### config.mk
export PLATFORM = sky130hd
export DESIGN_NAME = alsu_stim_gen_flat
export DESIGN_NICKNAME = d
export VERILOG_FILES = /design/src/rtl/alsu_stim_gen_if.sv /design/src/rtl/alsu_stim_gen.sv /design/src/flat_wrapper.sv
export SDC_FILE = /design/constraint.sdc
export NUM_CORES = 1
export LEC_CHECK = 0
export BUFFER_PORTS_ARGS = -buffer_cell sky130_fd_sc_hd__buf_2
export CAP_MARGIN = 0
export CORE_MARGIN = 10
export CORE_UTILIZATION = 42
export DETAILED_ROUTE_END_ITERATION = 6
export PLACE_DENSITY_LB_ADDON = 0.3
export RECOVER_POWER = 100
export SETUP_SLACK_MARGIN = 0.1
export SYNTH_ARGS = -nofsm -noshare
export SYNTH_HDL_FRONTEND = slang
export SYNTH_SLANG_ARGS = --single-unit
### constraint.sdc
create_clock -name clk_i -period 2.12 [get_ports clk_i]
set_input_delay 0 -clock clk_i [delete_from_list [all_inputs] [get_ports clk_i]]
set_output_delay 0 -clock clk_i [all_outputs]
set_load 0.03 [all_outputs]
### src/rtl/alsu_stim_gen_if.sv
// Stimulus bus between the ALSU stimulus generator and the ALSU DUT/reference pair.
// The generator drives every signal through the master modport.
interface alsu_stim_gen_if;
    logic signed [2:0] A;
    logic signed [2:0] B;
    logic              cin;
    logic              serial_in;
    logic              direction;
    logic              red_op_A;
    logic              red_op_B;
    logic              bypass_A;
    logic              bypass_B;
    logic        [2:0] opcode;
    logic              alsu_rst;
    logic              vec_valid;

    modport master (
        output A, B, cin, serial_in, direction, red_op_A, red_op_B,
               bypass_A, bypass_B, opcode, alsu_rst, vec_valid
    );

    modport slave (
        input  A, B, cin, serial_in, direction, red_op_A, red_op_B,
               bypass_A, bypass_B, opcode, alsu_rst, vec_valid
    );
endinterface

### src/rtl/alsu_stim_gen.sv
// LFSR-driven ALSU stimulus generator: reset, NUM_VECTORS random vectors, reset, done.
// Every output comes straight from a register.
module alsu_stim_gen #(
    parameter logic [31:0] SEED        = 32'h0000_0001,
    parameter int unsigned NUM_VECTORS = 90000
) (
    input  logic                   clk_i,
    input  logic                   rst_i,
    input  logic                   start_i,
    input  logic                   stall_i,
    alsu_stim_gen_if.master        stim_o,
    output logic                   busy_o,
    output logic                   done_o,
    output logic [31:0]            vec_count_o
);

    typedef enum logic [2:0] {
        S_IDLE = 3'd0,
        S_PRE  = 3'd1,
        S_RUN  = 3'd2,
        S_POST = 3'd3,
        S_DONE = 3'd4
    } state_e;

    localparam logic [31:0] SEED_C  = (SEED == 32'h0000_0000) ? 32'h0000_0001 : SEED;
    localparam logic [31:0] LAST_C  = 32'(NUM_VECTORS);
    // Packed stimulus {alsu_rst, bypass_B, bypass_A, red_op_B, red_op_A, opcode,
    // direction, serial_in, cin, B, A}; QUIET_C holds the ALSU in reset.
    localparam logic [16:0] QUIET_C = 17'h1_0000;

    function automatic logic [31:0] lfsr_step(input logic [31:0] l);
        return (l >> 1) ^ (l[0] ? 32'h8020_0003 : 32'h0000_0000);
    endfunction

    function automatic logic [16:0] map_fields(input logic [31:0] l);
        logic [2:0] op;
        if ((l[11:10] == 2'b11) && (l[15:12] != 4'h0)) begin
            op = l[11:9] - 3'd4;
        end else begin
            op = l[11:9];
        end
        return {(l[31:28] == 4'h0), (l[27:25] == 3'h0), (l[24:22] == 3'h0),
                (l[21:19] == 3'h0), (l[18:16] == 3'h0), op,
                l[8], l[7], l[6], l[5:3], l[2:0]};
    endfunction

    state_e      state_q, state_d;
    logic [31:0] lfsr_q, lfsr_d;
    logic [31:0] count_q, count_d;
    logic [16:0] stim_q, stim_d;
    logic        vec_valid_q, vec_valid_d;
    logic        busy_q, busy_d;
    logic        done_q, done_d;
    logic        stall_act_s;

    assign stall_act_s = stall_i && (state_q != S_IDLE);

    // State, LFSR and output registers with synchronous reset
    always_ff @(posedge clk_i) begin
        if (rst_i) begin
            state_q     <= S_IDLE;
            lfsr_q      <= SEED_C;
            count_q     <= 32'd0;
            stim_q      <= QUIET_C;
            vec_valid_q <= 1'b0;
            busy_q      <= 1'b0;
            done_q      <= 1'b0;
        end else begin
            state_q     <= state_d;
            lfsr_q      <= lfsr_d;
            count_q     <= count_d;
            stim_q      <= stim_d;
            vec_valid_q <= vec_valid_d;
            busy_q      <= busy_d;
            done_q      <= done_d;
        end
    end

    // Next state, LFSR advance and vector count
    always_comb begin
        state_d = state_q;
        lfsr_d  = lfsr_q;
        count_d = count_q;
        if (stall_act_s) begin
            state_d = state_q;
        end else begin
            case (state_q)
                S_IDLE: begin
                    lfsr_d = SEED_C;
                    if (start_i) begin
                        state_d = S_PRE;
                        count_d = 32'd0;
                    end else begin
                        state_d = S_IDLE;
                    end
                end
                S_PRE: begin
                    state_d = S_RUN;
                    lfsr_d  = lfsr_step(lfsr_q);
                    count_d = count_q + 32'd1;
                end
                S_RUN: begin
                    // count_q never exceeds LAST_C, so the count saturates there
                    if (count_q >= LAST_C) begin
                        state_d = S_POST;
                    end else begin
                        lfsr_d  = lfsr_step(lfsr_q);
                        count_d = count_q + 32'd1;
                    end
                end
                S_POST: begin
                    state_d = S_DONE;
                end
                S_DONE: begin
                    state_d = S_IDLE;
                    lfsr_d  = SEED_C;
                end
                default: begin
                    state_d = S_IDLE;
                    lfsr_d  = SEED_C;
                    count_d = 32'd0;
                end
            endcase
        end
    end

    // Output register inputs, decoded from the state being entered
    always_comb begin
        stim_d      = stim_q;
        vec_valid_d = 1'b0;
        busy_d      = busy_q;
        done_d      = done_q;
        if (stall_act_s) begin
            vec_valid_d = 1'b0;
        end else begin
            case (state_d)
                S_IDLE: begin
                    stim_d = QUIET_C;
                    busy_d = 1'b0;
                    done_d = 1'b0;
                end
                S_PRE, S_POST: begin
                    stim_d      = QUIET_C;
                    vec_valid_d = 1'b1;
                    busy_d      = 1'b1;
                    done_d      = 1'b0;
                end
                S_RUN: begin
                    stim_d      = map_fields(lfsr_d);
                    vec_valid_d = 1'b1;
                    busy_d      = 1'b1;
                    done_d      = 1'b0;
                end
                S_DONE: begin
                    stim_d = QUIET_C;
                    busy_d = 1'b0;
                    done_d = 1'b1;
                end
                default: begin
                    stim_d = QUIET_C;
                    busy_d = 1'b0;
                    done_d = 1'b0;
                end
            endcase
        end
    end

    assign stim_o.A         = $signed(stim_q[2:0]);
    assign stim_o.B         = $signed(stim_q[5:3]);
    assign stim_o.cin       = stim_q[6];
    assign stim_o.serial_in = stim_q[7];
    assign stim_o.direction = stim_q[8];
    assign stim_o.opcode    = stim_q[11:9];
    assign stim_o.red_op_A  = stim_q[12];
    assign stim_o.red_op_B  = stim_q[13];
    assign stim_o.bypass_A  = stim_q[14];
    assign stim_o.bypass_B  = stim_q[15];
    assign stim_o.alsu_rst  = stim_q[16];
    assign stim_o.vec_valid = vec_valid_q;
    assign busy_o           = busy_q;
    assign done_o           = done_q;
    assign vec_count_o      = count_q;

endmodule

### src/flat_wrapper.sv
// flat-port wrapper written by rule: the top's interface ports become plain ports
module alsu_stim_gen_flat 
#(
    parameter logic [31:0] SEED        = 32'h0000_0001,
    parameter int unsigned NUM_VECTORS = 90000
)
  (clk_i, rst_i, start_i, stall_i, busy_o, done_o, vec_count_o, stim_o_A, stim_o_B, stim_o_cin, stim_o_serial_in, stim_o_direction, stim_o_red_op_A, stim_o_red_op_B, stim_o_bypass_A, stim_o_bypass_B, stim_o_opcode, stim_o_alsu_rst, stim_o_vec_valid);
  alsu_stim_gen_if stim_o_i ();
  input  logic clk_i;
  input  logic rst_i;
  input  logic start_i;
  input  logic stall_i;
  output logic busy_o;
  output logic done_o;
  output logic [31:0] vec_count_o;
  output wire logic [$bits(stim_o_i.A)-1:0] stim_o_A;
  output wire logic [$bits(stim_o_i.B)-1:0] stim_o_B;
  output wire logic [$bits(stim_o_i.cin)-1:0] stim_o_cin;
  output wire logic [$bits(stim_o_i.serial_in)-1:0] stim_o_serial_in;
  output wire logic [$bits(stim_o_i.direction)-1:0] stim_o_direction;
  output wire logic [$bits(stim_o_i.red_op_A)-1:0] stim_o_red_op_A;
  output wire logic [$bits(stim_o_i.red_op_B)-1:0] stim_o_red_op_B;
  output wire logic [$bits(stim_o_i.bypass_A)-1:0] stim_o_bypass_A;
  output wire logic [$bits(stim_o_i.bypass_B)-1:0] stim_o_bypass_B;
  output wire logic [$bits(stim_o_i.opcode)-1:0] stim_o_opcode;
  output wire logic [$bits(stim_o_i.alsu_rst)-1:0] stim_o_alsu_rst;
  output wire logic [$bits(stim_o_i.vec_valid)-1:0] stim_o_vec_valid;
  assign stim_o_A = stim_o_i.A;
  assign stim_o_B = stim_o_i.B;
  assign stim_o_cin = stim_o_i.cin;
  assign stim_o_serial_in = stim_o_i.serial_in;
  assign stim_o_direction = stim_o_i.direction;
  assign stim_o_red_op_A = stim_o_i.red_op_A;
  assign stim_o_red_op_B = stim_o_i.red_op_B;
  assign stim_o_bypass_A = stim_o_i.bypass_A;
  assign stim_o_bypass_B = stim_o_i.bypass_B;
  assign stim_o_opcode = stim_o_i.opcode;
  assign stim_o_alsu_rst = stim_o_i.alsu_rst;
  assign stim_o_vec_valid = stim_o_i.vec_valid;
  alsu_stim_gen #(.SEED(SEED), .NUM_VECTORS(NUM_VECTORS)) u_core (.clk_i(clk_i), .rst_i(rst_i), .start_i(start_i), .stall_i(stall_i), .stim_o(stim_o_i), .busy_o(busy_o), .done_o(done_o), .vec_count_o(vec_count_o));
endmodule
==> run metrics, run 1 <==
Antenna Cells=0; core area=8760 um^2; P&R area growth vs syn=31.7%; Hold/Removal Path Class=in -> reg; Crit Reg-Reg Endpoint=u_core.vec_count_o[3]; Reg2Reg Depth=8; hold_sp=rst_i; detailed placement HPWL=7170 um; crit path launch type=register; failing checks=setup timing; Gate Count Post-Synth=435; PwrDens=677 nW/um^2; Rows=34; Hold Path End=u_core.lfsr_q[1]; Lkg Pwr=0.00177 uW; Final ANT Viol Nets=0; pre-CTS setup slack=-61.4 ps; most used cell, CP=buf_4; share of layout cells above drive strength 1=between 20% and 30%; status=finished with violations; clock buffer depth=2; fin. max-slew vios=0; Placed Cells=approximately 600; Sw Share=29.0%; antenna violations before repair=0; synthesized area=3810 um^2; H-tree levels=3; grt ovf=0; fin crit share=103%; Nets=536; crit path max fanout=5; max-cap check violation count=0; Syn. warnings=0; drt first-iter violations=211; clock sinks=87; drc violations=0; combinational share of power=14.6%; Post-synth EDFFs=0; Die W=115 um; cell internal pwr=between 2000 and 2500 uW; NetSw=985 uW; Non-Filler Instances=643; Initial Util=a little over two fifths; Post-Syn Area per Cell=8.76 um^2; first-pass GRT wire length=17100 um; Worst Max-Slew Pin Slew=579 ps; vias per inst=5.63; GRT Resource Usage Total=15.7%; Critical Path Slowest Stage Cell=or4_4; routed len/inst=16.6 um; Distinct cells, synth=59; Net Count, Synth=441; largest net degree at the start of global routing=24; Clk pin slew, worst setup/hold paths=90 ps; CTS Buf Count=9; CTS root buf=clkbuf_8; dominant synthesized flop cell=dfxtp_1; final setup vio count=13; Layout Utilization=57.3%; Crit path arrival time=2470 ps; RSZ-0062 raised after global routing=true; clock network power share=36.1%; PortBufs=55; Tmin final=2170 ps; Clock Latency Late Sink=approximately 360 ps; FF-to-FF Start=u_core.vec_count_o[22]; Async SR Flop Fraction=0%; WP data required=2420 ps; Fin Setup TNS=-314 ps; Peak VDD IR=about 0.0004 V; max_slew headroom=61.4%; post-synthesis sequential area ratio=45.7%; GPL Wtd Cong=0.854; delay of the slowest critical-path stage=about 550 ps; Max Fclk=460 MHz; WS Path Type=reg -> reg; final wirelength=around 11000 um; Via Count=3622; Final WS setup=-53.0 ps; Final Hold Viols=0; I/O Pins=56; share of total power in sequential cells=49.3%; worst-path cell chain=or4_4 -> nor3_4 -> buf_4 -> o211a_4 -> o211ai_1 -> buf_4 -> xor2_1 -> nor2_1; endpoint kind of the worst setup timing path=register; number of synthesized register bits=between 80 and 90; Final Power=between 3000 and 4000 uW; Worst Hold Depth=2; Chip Height=115 um; die area=13300 um^2; R2R Setup Slk=-50 ps; CTS tree=done; vias in the first global route=around 3500; first-pass iteration count of the detailed router=5; clk_skew=10.7 ps
## worst max-delay path, delay by kind of cell (launching register included)
family | cells | cell delay [ps]
xor gates and xnor gates | 1 | 130
buffers and inverters | 2 | 380
DFF | 1 | 350
and+or+nand+nor | 3 | 840
AOI/OAI and AO/OA | 2 | 420
## layout make-up
class | instances | area (um^2)
sequential | 87 | 1760
inverter | 12 | 45.0
fill | 808 | 3740
clock buffer | 9 | 124
clock inverter | 7 | 83.8
multi-input combinational | 311 | 2150
timing repair buffer | 109 | 717
tap | 108 | 135
## cells in the mapped netlist (6+ instances only)
library cell,count,area [um^2]
dfxtp_1,87,1740
nand2_1,55,206
a21oi_1,42,210
nor2_1,36,135
a22o_1,17,149
clkbuf_1,16,60.1
inv_1,12,45.0
nand3_1,12,60.1
o21ai_0,10,50.1
xnor2_1,10,87.6
nor3_1,9,45.0
a211oi_1,8,60.1
nand2b_1,8,50.1
a22oi_1,7,52.6
a21o_1,6,45.0
and3_1,6,37.5
o211ai_1,6,45.0
or3_1,6,37.5
## cell families (layout without fill, tap and decap cells)
| logic type | count (synthesis) | after routing | synth area share (%) |
|---|---|---|---|
| AND/OR/NAND/NOR | 157 | 157 | 20.1 |
| flip-flops | 87 | 87 | 45.7 |
| multiplexers | 3 | 3 | 0.788 |
| buffers and inverters | 38 | 137 | 4.30 |
| AO/OA/AOI/OAI | 134 | 135 | 25.2 |
| XOR/XNOR | 14 | 14 | 3.22 |
| adder cells (fa/ha/maj) | 2 | 2 | 0.656 |
## power by group through the flow
stage               clock network, uW  registers (uW)  logic [uW]
floorplan                           0            1740         225
finish                           1230            1680         497
global placement                    0            1710         375
CTS                              1260            1670         426
global route                     1330            1680         534
detailed placement                  0            1710         386
## worst max path at each step
stage / to / start / cells after the start / slack [ps]
global placement: u_core.vec_count_o[12] / u_core.vec_count_o[22] / 6 / -30
CTS: u_core.lfsr_q[4] / u_core.vec_count_o[22] / 7 / -30
detailed placement: u_core.vec_count_o[12] / u_core.vec_count_o[22] / 6 / -60
finish: u_core.vec_count_o[3] / u_core.vec_count_o[22] / 8 / -50
floorplan: u_core.vec_count_o[27] / u_core.vec_count_o[22] / 7 / 20
global route: u_core.vec_count_o[7] / u_core.vec_count_o[22] / 7 / -170
## registers in the layout (all words and copies together), names as in the netlist
name,flops
u_core.stim_o.vec_valid,1
u_core.done_o,1
u_core.busy_o,1
u_core.stim_q,17
u_core.lfsr_q,32
u_core.state_q,3
u_core.vec_count_o,32
## per-stage QoR
| step | area (um^2) | hold WS, ps |
|---|---|---|
| 2_1_floorplan | 3850 | 262 |
| 3_3_place_gp | 4470 | 362 |
| 3_5_place_dp | 4470 | 369 |
| 4_1_cts | 4830 | 35.6 |
| 5_1_grt | 5020 | 92.6 |
| 6_report | 5020 | 55.1 |
## placed cells by master (no fill, tap or decap), types with 5 or more instances in the layout
master / n
nand2b_1: 8
nand3_1: 10
buf_6: 6
a22o_1: 17
buf_12: 5
a21oi_2: 8
inv_1: 12
a21oi_1: 34
dfxtp_2: 11
nand4_1: 5
o211ai_1: 6
nor2_1: 36
and3_1: 5
nand2_1: 54
nor3_1: 8
a22oi_1: 6
clkbuf_1: 53
xnor2_1: 9
buf_4: 40
dfxtp_1: 74
clkbuf_8: 9
## layer usage
| metal | vias to the layer above | GRT usage (%) | wire, um |
|---|---|---|---|
| li1 | 1769 | - | - |
| met1 | 1731 | 19.3 | 4660 |
| met2 | 98 | 25.6 | 5270 |
| met3 | 24 | 4.84 | 531 |
| met4 | 0 | 5.03 | 218 |
| met5 | - | 0 | 0 |
## repair_timing
item,CTS,global route
buffers inserted,4,9
pin swaps,11,14
endpoints found under the setup margin,73,80
endpoints found under the hold margin,2,0
gates cloned,2,1
hold buffers,1,0
resized for setup,18,39
Power figures use the tool's default switching activity.
==> run 2: changes to the inputs <==
ABC_AREA = 1   (was not set)
==> run 2 against run 1 <==
  * The flow now finishes without violations
  * Non-clock buffer count increased by 5
  * Clock skew up 1.9 ps
  * Die area up 10%
  * Via count rose by 25%
  * Setup slack gained 140 ps
  * Synthesized cell count is 44% higher
  * Area after synthesis rose by 13%
  * Combinational power increased by 120%
  * Flip-flop and latch count unchanged
  * Global-route usage grew 0.59 points
  * Largest cell class unchanged
==> run metrics, run 2 <==
most frequent cell after synthesis=nand2_1; PwrDens=707 nW/um^2 (+4.5%); Via Count=4538 (+25%); P&R area growth vs syn=30.0%; Post-CTS Hold Buffers=0 (-1); Design Area, Final=5580 um^2 (+11%); final wirelength=12800 um (+20%); first-pass iteration count of the detailed router=5 (unchanged); Rows=36 (+5.9%); fillers=920 (+14%); max_slew headroom=57.4% (-4.0 points); antenna violations before repair=1 (+1); crit path launch type=register; cell internal pwr=2500 uW (+3.7%); Worst Max-Slew Pin Slew=634 ps (+55.3 ps); drc violations=0 (unchanged); Clock Latency Late Sink=370 ps (about the same); Final Hold Viols=0 (unchanged); grt ovf=0 (unchanged); CTS Buf Count=9 (unchanged); crit path max fanout=9 (+4); most used cell, CP=nand2_4; Chip Height=121 um (+5.0%); WP data required=2380 ps (-40 ps); endpoint kind of the worst setup timing path=register; post-synthesis sequential area ratio=40.6% (-5.1 points); drt first-iter violations=450 (+110%); max-cap check violation count=0 (unchanged); area leader, netlist=dfxtp_1; Sw Share=36.5% (+7.6 points); Final ANT Viol Nets=0 (unchanged); vias in the first global route=4141 (+20%); share of layout cells above drive strength 1=22.2% (-2.8 points); status=complete, no violations; final setup vio count=0 (-13); number of synthesized register bits=87 (unchanged); Peak VDD IR=0.000347 V (-13%); Gate Count Post-Synth=628 (+44%); routed len/inst=14.7 um (-11%); Post-synth EDFFs=0 (unchanged); crit path buf inv count=2 (unchanged); NetSw=1440 uW (+46%); most common cell after layout, fill and taps aside=nand2_1; clock buffer depth=2 (unchanged); Nets=735 (+37%); worst-path cell chain=nor2_2 -> nand2_1 -> nand2_4 -> inv_2 -> a21oi_1 -> nand2_4 -> inv_4 -> nand3_4 -> nor2_4 -> nand2_2 -> nor3b_2 -> nor2_1; CTS root buf=clkbuf_8; Lkg Pwr=0.00227 uW (+28%); Initial Util=43.5% (about the same); delay of the slowest critical-path stage=350 ps (-200 ps); Synth area leaders=dfxtp_1 (41%), nand2_1 (14%), nor2_1 (6.3%); R2R Setup Slk=90 ps (+140 ps); Hold/Removal Path Class=in -> reg; share of total power in sequential cells=44.8% (-4.5 points); combinational share of power=27.0% (+12 points); PortBufs=55 (unchanged); fin crit share=95.9% (-6.6 points); dpl cell area=4990 um^2 (+12%); CTS tree=done; Yosys top cell area share=40.6% (-5.1 points); detailed placement HPWL=8730 um (+22%); RSZ-0062 raised after global routing=true; Top Family by Delay on Critical Path=simple AND/OR/NAND/NOR gates; first-pass GRT wire length=19800 um (+15%); commonest non-fill, non-tap cells in the layout=nand2_1 (141), dfxtp_1 (72), inv_1 (64), nor2_1 (63), clkbuf_1 (53); Tmin final=2030 ps (-140 ps); fin. max-slew vios=0 (unchanged); largest net degree at the start of global routing=63 (+160%); core area=9860 um^2 (+13%); I/O Pins=56 (unchanged); Layout Utilization=56.5% (-0.74 points); final hold slack=41.4 ps (-13.8 ps); Critical Path Slowest Stage Cell=dfxtp_1; Crit path arrival time=2300 ps (-170 ps); dominant synthesized flop cell=dfxtp_1; Clk pin slew, worst setup/hold paths=100 ps (about the same); H-tree levels=3 (unchanged); WS Path Type=reg -> reg; synth cell count leaders=nand2_1 (162), dfxtp_1 (87), nor2_1 (72); Syn. warnings=0 (unchanged); die area=14700 um^2 (+10%); Max Fclk=492 MHz (+6.9%); clk_skew=12.6 ps (+1.86 ps); synthesized area=4290 um^2 (+13%); GRT Resource Usage Total=16.3% (+0.59 points); Async SR Flop Fraction=0% (unchanged); GPL Wtd Cong=0.907 (+6.2%); clock network power share=28.2% (-7.9 points); Die W=121 um (+5.0%); clock sinks=87 (unchanged); Net Count, Synth=634 (+44%); vias per inst=5.23 (-7.2%); Distinct cells, synth=40 (-32%); Post-Syn Area per Cell=6.83 um^2 (-22%)
## run 2: cell types whose count changed in the layout (fill, tap and decap cells not counted), sizes merged, moves of 8 or more
cell,before,now
xnor2,10,2
nor2,36,75
a22o,17,0
nor3,10,24
inv,17,76
nand2b,8,0
o22ai,3,13
nand3,12,33
nand2,55,165
o21ai,11,29
## run 2: power groups by stage
stage | logic (uW) | registers [uW] | clock network [uW]
after detailed placement | 923 | 1810 | 0
after CTS | 947 | 1770 | 1130
after global routing | 1160 | 1780 | 1190
after floorplan | 555 | 1890 | 0
after global placement | 912 | 1800 | 0
final | 1070 | 1770 | 1110
## run 2: layout make-up
type,instances,area [um^2],share of cell area [%]
Clock inverter,6,53.8,0.965
Sequential cell,87,1770,31.7
Timing Repair Buffer,114,741,13.3
Multi-Input combinational cell,443,2430,43.6
Tap cell,133,166,2.98
Inverter,74,288,5.16
Clock buffer,10,128,2.29
Antenna cell,1,2.50,0.0449
## run 2: metal layers
metal	vias to the layer above	GRT usage (%)	wire [um]
li1	2263	-	-
met1	2103	20.0	5370
met2	148	26.8	6320
met3	24	3.30	806
met4	0	7.39	272
met5	-	0	0
## run 2: logic make-up (layout without fill, tap and decap cells)
group | Yosys count | in the layout | share of synthesized area (%)
other | 0 | 1 | 0
xor gates and xnor gates | 8 | 8 | 1.63
adders and majority gates | 2 | 2 | 0.583
muxes | 7 | 7 | 1.63
and+or+nand+nor | 317 | 317 | 31.8
AOI/OAI and AO/OA | 109 | 109 | 14.9
buffers and inverters | 98 | 204 | 8.89
DFF | 87 | 87 | 40.6
## run 2: tightest hold or removal path: stages
cell and delay [ps]:
buf_2 140, nand2_4 130, nand2_1 60, nand2_1 50
## run 2: timing repair
| item | in CTS | in global routing |
|---|---|---|
| endpoints found under the setup margin | 23 | 55 |
| pin swaps | 2 | 20 |
| resized for setup | 7 | 89 |
| cloned | 0 | 2 |
| setup buffers | 2 | 12 |
## run 2: final timing paths
check,from,endpoint,depth (start not counted)
worst max-delay path,u_core.state_q[1],u_core.vec_count_o[21],12
worst min-delay path,stall_i,u_core.stim_q[16],4
worst max register to register,u_core.state_q[1],u_core.vec_count_o[21],12
worst min register to register,u_core.stim_q[12],u_core.stim_q[12],2
## run 2: metrics by stage
stage	setup WS, ps	instances	total power (uW)	TNS (ps)
2_1_floorplan	84.0	628	2450	0
3_3_place_gp	96.0	835	2720	0
6_report	86.5	868	3950	0
3_5_place_dp	24.5	835	2730	0
5_1_grt	-44.2	868	4130	-92.0
4_1_cts	95.8	853	3850	0
